## config.mk

```make
export PLATFORM = sky130hd
export DESIGN_NAME = generation_pacer
export DESIGN_NICKNAME = d
export VERILOG_FILES = /design/src/rtl/gen_pacer_pkg.sv /design/src/rtl/btn_debounce.sv /design/src/rtl/generation_pacer.sv
export SDC_FILE = /design/constraint.sdc
export NUM_CORES = 1
export LEC_CHECK = 0
export BUFFER_PORTS_ARGS = -buffer_cell sky130_fd_sc_hd__buf_2
export CELL_PAD_IN_SITES_DETAIL_PLACEMENT = 1
export CELL_PAD_IN_SITES_GLOBAL_PLACEMENT = 1
export CORE_UTILIZATION = 45
export CTS_CLUSTER_SIZE = 30
export DETAILED_ROUTE_END_ITERATION = 12
export PLACE_DENSITY = 0.81
export RECOVER_POWER = 100
export SYNTH_ARGS = -nofsm -noshare
export SYNTH_HDL_FRONTEND = slang
export SYNTH_SLANG_ARGS = --single-unit
```

## constraint.sdc

```tcl
create_clock -name clk -period 7.1 [get_ports clk]
set_input_delay 0.355 -clock clk [delete_from_list [all_inputs] [get_ports clk]]
set_output_delay 0.355 -clock clk [all_outputs]
set_load 0.05 [all_outputs]
```

## src/rtl/gen_pacer_pkg.sv

```systemverilog
// Shared types and constants for the generation pacer: FSM encoding, BCD digit type,
// default divider/debounce values and the packed-BCD increment helper.
package gen_pacer_pkg;

    typedef enum logic [1:0] {
        ST_PAUSED    = 2'd0,
        ST_RUN       = 2'd1,
        ST_BUSY_RUN  = 2'd2,
        ST_BUSY_STEP = 2'd3
    } pacer_state_e;

    typedef logic [3:0] bcd_digit_t;

    localparam bcd_digit_t  BCD_MAX_DIGIT        = 4'd9;
    localparam int          BCD_DIGITS           = 4;
    localparam int unsigned DEF_DIV_SLOW         = 50_000_000;
    localparam int unsigned DEF_DIV_FAST         = 5_000_000;
    localparam int unsigned DEF_DEBOUNCE_CYCLES  = 1_000_000;

    // Returns {carry_out, value + 1}. Digits at or above 9 roll to 0, so a corrupted
    // digit is pulled back into legal BCD on the next increment.
    function automatic logic [16:0] bcd_increment(input logic [15:0] value);
        logic [15:0] result;
        logic        carry;
        bcd_digit_t  digit;
        result = value;
        carry  = 1'b1;
        for (int i = 0; i < BCD_DIGITS; i++) begin
            digit = value[i*4 +: 4];
            if (carry) begin
                if (digit >= BCD_MAX_DIGIT) begin
                    result[i*4 +: 4] = 4'd0;
                    carry            = 1'b1;
                end else begin
                    result[i*4 +: 4] = digit + 4'd1;
                    carry            = 1'b0;
                end
            end
        end
        return {carry, result};
    endfunction

endpackage

```

## src/rtl/btn_debounce.sv

```systemverilog
// Button conditioner: 2-flop synchroniser, stable-sample debouncer and a one-cycle
// press pulse on each rising edge of the accepted level.
module btn_debounce
    import gen_pacer_pkg::*;
#(
    parameter int unsigned DEBOUNCE_CYCLES = DEF_DEBOUNCE_CYCLES
) (
    input  logic clk_i,
    input  logic rst_ni,
    input  logic btn_i,
    output logic press_o
);

    localparam int             CW     = $clog2(DEBOUNCE_CYCLES + 1);
    localparam logic [CW-1:0]  RELOAD = CW'(DEBOUNCE_CYCLES - 1);

    logic [1:0]    sync_q;
    logic          level_q, level_d;
    logic [CW-1:0] cnt_q, cnt_d;
    logic          press_q, press_d;

    // The down-counter runs only while the synchronised input disagrees with the
    // accepted level; any agreeing sample restarts the stability window.
    always_comb begin
        level_d = level_q;
        cnt_d   = cnt_q;
        if (sync_q[1] == level_q) begin
            cnt_d = RELOAD;
        end else if (cnt_q == '0) begin
            level_d = sync_q[1];
            cnt_d   = RELOAD;
        end else begin
            cnt_d = cnt_q - 1'b1;
        end
        press_d = level_d & ~level_q;
    end

    always_ff @(posedge clk_i or negedge rst_ni) begin
        if (!rst_ni) begin
            sync_q  <= 2'b00;
            level_q <= 1'b0;
            cnt_q   <= RELOAD;
            press_q <= 1'b0;
        end else begin
            sync_q  <= {sync_q[0], btn_i};
            level_q <= level_d;
            cnt_q   <= cnt_d;
            press_q <= press_d;
        end
    end

    assign press_o = press_q;

endmodule

```

## src/rtl/generation_pacer.sv

```systemverilog
// Run-control FSM, step-rate timer and 4-digit BCD generation counter for the Life engine.
// Build option GEN_COUNT_SATURATE_EN: counter holds at 9999 and gen_wrap stays low.
module generation_pacer
    import gen_pacer_pkg::*;
#(
    parameter int unsigned DIV_SLOW        = DEF_DIV_SLOW,
    parameter int unsigned DIV_FAST        = DEF_DIV_FAST,
    parameter int unsigned DEBOUNCE_CYCLES = DEF_DEBOUNCE_CYCLES
) (
    input  logic        clk,
    input  logic        reset,
    input  logic        btn_run,
    input  logic        btn_step,
    input  logic        fast,
    input  logic        step_done,
    output logic        step_req,
    output logic        running,
    output logic [15:0] displayed_number,
    output logic        gen_wrap
);

    localparam int unsigned DIV_MAX = (DIV_SLOW > DIV_FAST) ? DIV_SLOW : DIV_FAST;
    localparam int          TW      = $clog2(DIV_MAX + 1);

    pacer_state_e  state_q, state_d;
    logic [TW-1:0] timer_q, timer_d, reload_val;
    logic          pause_pending_q, pause_pending_d;
    logic [15:0]   count_q, count_d;
    logic          gen_wrap_q, gen_wrap_d;
    logic          step_req_q, step_req_d;
    logic          running_q, running_d;
    logic [1:0]    fast_sync_q;

    logic          run_press, step_press;
    logic          done_acc;
    logic [15:0]   inc_value;
    logic          inc_carry;

    btn_debounce #(.DEBOUNCE_CYCLES(DEBOUNCE_CYCLES)) u_run_btn (
        .clk_i   (clk),
        .rst_ni  (reset),
        .btn_i   (btn_run),
        .press_o (run_press)
    );

    btn_debounce #(.DEBOUNCE_CYCLES(DEBOUNCE_CYCLES)) u_step_btn (
        .clk_i   (clk),
        .rst_ni  (reset),
        .btn_i   (btn_step),
        .press_o (step_press)
    );

    // The rate is only sampled here, at load/reload, so a change never cuts a count short.
    assign reload_val = fast_sync_q[1] ? TW'(DIV_FAST) : TW'(DIV_SLOW);
    assign done_acc   = step_req_q & step_done;
    assign {inc_carry, inc_value} = bcd_increment(count_q);

    always_comb begin
        state_d         = state_q;
        timer_d         = timer_q;
        pause_pending_d = pause_pending_q;
        unique case (state_q)
            ST_PAUSED: begin
                if (run_press) begin
                    state_d = ST_RUN;
                    timer_d = reload_val;
                end else if (step_press) begin
                    state_d = ST_BUSY_STEP;
                end
            end
            ST_RUN: begin
                if (run_press) begin
                    state_d = ST_PAUSED;
                end else if (timer_q == '0) begin
                    state_d = ST_BUSY_RUN;
                    timer_d = reload_val;
                end else begin
                    timer_d = timer_q - 1'b1;
                end
            end
            ST_BUSY_RUN: begin
                if (done_acc) begin
                    state_d         = (pause_pending_q || run_press) ? ST_PAUSED : ST_RUN;
                    pause_pending_d = 1'b0;
                end else if (run_press) begin
                    pause_pending_d = 1'b1;
                end
            end
            ST_BUSY_STEP: begin
                if (done_acc) begin
                    state_d = ST_PAUSED;
                end
            end
            default: begin
                state_d         = ST_PAUSED;
                pause_pending_d = 1'b0;
            end
        endcase
    end

    always_comb begin
        count_d    = count_q;
        gen_wrap_d = 1'b0;
`ifdef GEN_COUNT_SATURATE_EN
        if (done_acc && !inc_carry) begin
            count_d = inc_value;
        end
`else
        if (done_acc) begin
            count_d    = inc_value;
            gen_wrap_d = inc_carry;
        end
`endif
    end

    assign step_req_d = (state_d == ST_BUSY_RUN) || (state_d == ST_BUSY_STEP);
    assign running_d  = (state_d == ST_RUN) || (state_d == ST_BUSY_RUN);

    always_ff @(posedge clk or negedge reset) begin
        if (!reset) begin
            state_q         <= ST_PAUSED;
            timer_q         <= '0;
            pause_pending_q <= 1'b0;
            count_q         <= 16'h0000;
            gen_wrap_q      <= 1'b0;
            step_req_q      <= 1'b0;
            running_q       <= 1'b0;
            fast_sync_q     <= 2'b00;
        end else begin
            state_q         <= state_d;
            timer_q         <= timer_d;
            pause_pending_q <= pause_pending_d;
            count_q         <= count_d;
            gen_wrap_q      <= gen_wrap_d;
            step_req_q      <= step_req_d;
            running_q       <= running_d;
            fast_sync_q     <= {fast_sync_q[0], fast};
        end
    end

    assign step_req         = step_req_q;
    assign running          = running_q;
    assign displayed_number = count_q;
    assign gen_wrap         = gen_wrap_q;

endmodule

```

==> results.py <==
metrics = {
    "status": {
        "outcome": "finished, violations left",
        "violations": "capacitance limit, slew limit",
    },
    "worst_setup_path": {
        "arrival_ns": 4.32,
        "start_kind": "flip-flop",
        "cp-startpoint": "timer_q[0]",
        "crit_path_end_kind": "flip-flop",
        "reg2reg_depth": 7,
        "crit_required_ns": 7.34,
        "r2r-start": "timer_q[0]",
        "r2r-end": "running",
        "path_class": "flip-flop to flip-flop",
        "crit_path_end": "running",
        "worst-r2r-setup-slack_ns": 3.02,
        "cp_max_fo": 17,
    },
    "cells_and_area": {
        "num_antenna_cells": 0,
        "nets": 544,
        "area_growth_pct": 8.37,
        "drive_above_1_share_pct": 9.70,
        "final_common_cell": "dfrtp_1",
        "final_cell_mix": "dfrtp_1, nand2_1, nor2_1, nor3_1, o21ai_0",
        "layout.cells.non_filler": 662,
    },
    "place": {
        "portBuffers": 24,
        "dp_cells": 645,
        "place_congestion": 0.766,
        "dp_hpwl_mm": 8.29,
    },
    "synth": {
        "synth_fp_nets": 516,
        "synthArstFlopShare_pct": 100,
        "seq_area_frac_synth_pct": 49.6,
        "synth_top_area_share_pct": 36.9,
        "synthCells": 493,
        "synth_area_per_cell_um2": 10.0,
        "synth_flop_cell": "dfrtp_1",
        "synth_edf_count": 0,
        "ys_seq_elements": 97,
        "synthDistinctLibCells": 58,
        "yosysWarnings": 0,
        "synth_area_leader_cell": "dfrtp_1",
        "synth.area.top_cells": "dfrtp_1, dfstp_2, ha_1, xnor2_1, nand2_1",
        "syn_area_um2": 4950,
    },
    "power_and_ir_drop": {
        "total_power_w": 0.00132,
        "clkPwrFrac_pct": 29.8,
        "leakage_nw": 2.16,
        "combPwrFrac_pct": 17.8,
        "power.switching_w": 0.000426,
        "switching_share_pct": 32.2,
        "powerDensity_nw_per_um2": 247,
        "ir_drop_v": 0.000158,
        "p_int_w": 0.000898,
        "pwr-share-seq_pct": 52.4,
    },
    "timing": {
        "layout_min_cycle_time_ns": 4.08,
        "max_slew_margin_pct": -29.6,
        "grt_setup_unrepaired": "no",
        "fin_tns_setup_ns": 0,
        "setup_viol": 0,
        "slew_viol_final": 26,
        "worst_slew_pin_slew_ns": 1.90,
        "fmaxAchievable_ghz": 0.245,
        "fin_skew_ns": 0.00999,
        "finalHoldViolCount": 0,
        "period_share_pct": 57.5,
    },
    "hold_path": {
        "hold_class": "primary input to flip-flop",
    },
    "clock_tree": {
        "cts_max_level": 3,
        "cts.path.max_buffers": 2,
        "cts_root_buffer": "clkbuf_8",
        "clk_pin_slew_ns": 0.10,
        "post-cts-setup-buffer-count": 0,
        "clk-insertion-delay-late_ns": 0.38,
        "cts_buffers": 9,
        "cts_tree": "yes",
        "clock-sinks": 97,
    },
    "floorplan": {
        "fp.dieArea_um2": 11400,
        "row_count": 37,
        "fp.coreArea_um2": 10500,
        "start_util_pct": 47.1,
        "die_h_um": 107,
        "die_x_um": 107,
        "pin_count": 25,
    },
    "detailed_routing": {
        "wl_per_cell_um": 17.9,
        "via_per_inst": 5.81,
        "first_pass_iters": 4,
        "drc": 0,
        "drt_wl_total_mm": 11.9,
        "num_vias": 3849,
        "drtIter0Drc": 174,
        "ant_nets": 0,
    },
    "global_route": {
        "grt_pass1_vias": 4191,
        "grt_pass1_wl_mm": 20.8,
        "grt_overflow": 0,
        "grt_max_degree": 74,
        "gr-usage-all-layers_pct": 23.2,
        "antenna_found_initial": 0,
    },
    "flow_run": {
        "drv_cap": 2,
    },
}
## power groups by stage
stage                     Sequential, W  Combinational, W  Clock (W)
after global placement         0.000693          0.000224          0
after floorplan                0.000687          0.000162          0
after CTS                      0.000691          0.000240   0.000406
after global routing           0.000703          0.000265   0.000421
final                          0.000695          0.000235   0.000395
after detailed placement       0.000701          0.000236          0
## cell usage after synthesis, drive strengths merged, types with 2 or more instances
library cell,number
nor2b,9
nand3b,2
buf,5
and3,6
o31ai,4
nand3,18
nand2b,6
xnor2,22
a2111o,2
a31oi,4
o311ai,5
ha,17
nor4b,6
o211ai,3
a41oi,2
dfrtp,73
or2,2
nand2,49
nand4,6
nor3b,4
a21oi,16
xor2,19
a211o,6
dfstp,24
mux2,3
and2,3
mux2i,2
or4,16
o21ai,25
nor3,24
or3,11
nor4,11
a22o,2
inv,18
clkbuf,5
nor2,49
## cell type report
type | instances | area (um2)
well taps | 136 | 170
repair buffers | 27 | 120
fillers | 1196 | 5140
clock buffers | 11 | 131
inverters | 18 | 67.6
multi-input cells | 368 | 2340
flip-flops and latches | 97 | 2460
clock inverters | 5 | 80.1
## how the worst min path moves through the flow
| stage | start | to | slack, ns | cells past startpoint |
|---|---|---|---|---|
| finish | fast | fast_sync_q[0] | 0.08 | 1 |
| global route | fast | fast_sync_q[0] | 0.06 | 1 |
| CTS | btn_step | u_step_btn.sync_q[0] | 0.06 | 1 |
| detailed placement | reset | displayed_number[6] | 0.28 | 1 |
| global placement | reset | displayed_number[8] | 0.28 | 1 |
| floorplan | reset | displayed_number[0] | 0.06 | 0 |
## critical path, stage by stage (launching register included)
cell,delay (ns)
dfrtp_1,0.43
inv_1,0.07
ha_1,0.17
nor4b_1,0.71
nand4_1,0.24
o21ai_0,1.48
o311ai_0,0.58
xor2_1,0.28
## what timing repair did
action,CTS,global route
endpoints found under the hold margin,24,0
hold buffers,1,0
gates resized for setup,0,0
## per-layer routing
layer / share of wire [%] / GRT usage [%]
met5: 0 / 0
met4: 1.6 / 7.44
met3: 2.8 / 5.17
met2: 51 / 39.6
met1: 45 / 29.1
## registers in the layout (all words and copies together), names as in the netlist, 2 cells and up
signal	cells
displayed_number	16
fast_sync_q	2
state_q	2
timer_q	26
u_run_btn.cnt_q	20
u_run_btn.sync_q	2
u_step_btn.cnt_q	20
u_step_btn.sync_q	2
## cells by family (layout without fill, tap and decap cells)
group / after synthesis / after routing / synth area share (%)
AND/OR/NAND/NOR: 224 / 224 / 23.8
multiplexers: 5 / 5 / 1.09
XOR/XNOR: 41 / 41 / 7.25
buffers and inverters: 28 / 61 / 2.48
flip-flops: 97 / 97 / 49.6
adder cells (fa/ha/maj): 17 / 17 / 4.30
AO/OA/AOI/OAI: 81 / 81 / 11.5
## metrics by stage
step | setup slack (ns) | utilization [%] | hold slack, ns | area (um2)
after floorplan | 4.58 | - | 0.0594 | 4950
after global routing | 2.51 | 51.1 | 0.0638 | 5370
after CTS | 4.24 | 51.6 | 0.0609 | 5430
after detailed placement | 4.25 | 49.5 | 0.285 | 5200
final | 3.02 | 51.1 | 0.0806 | 5370
after global placement | 4.39 | 49.5 | 0.280 | 5200
(Power assumes the default switching activity.)
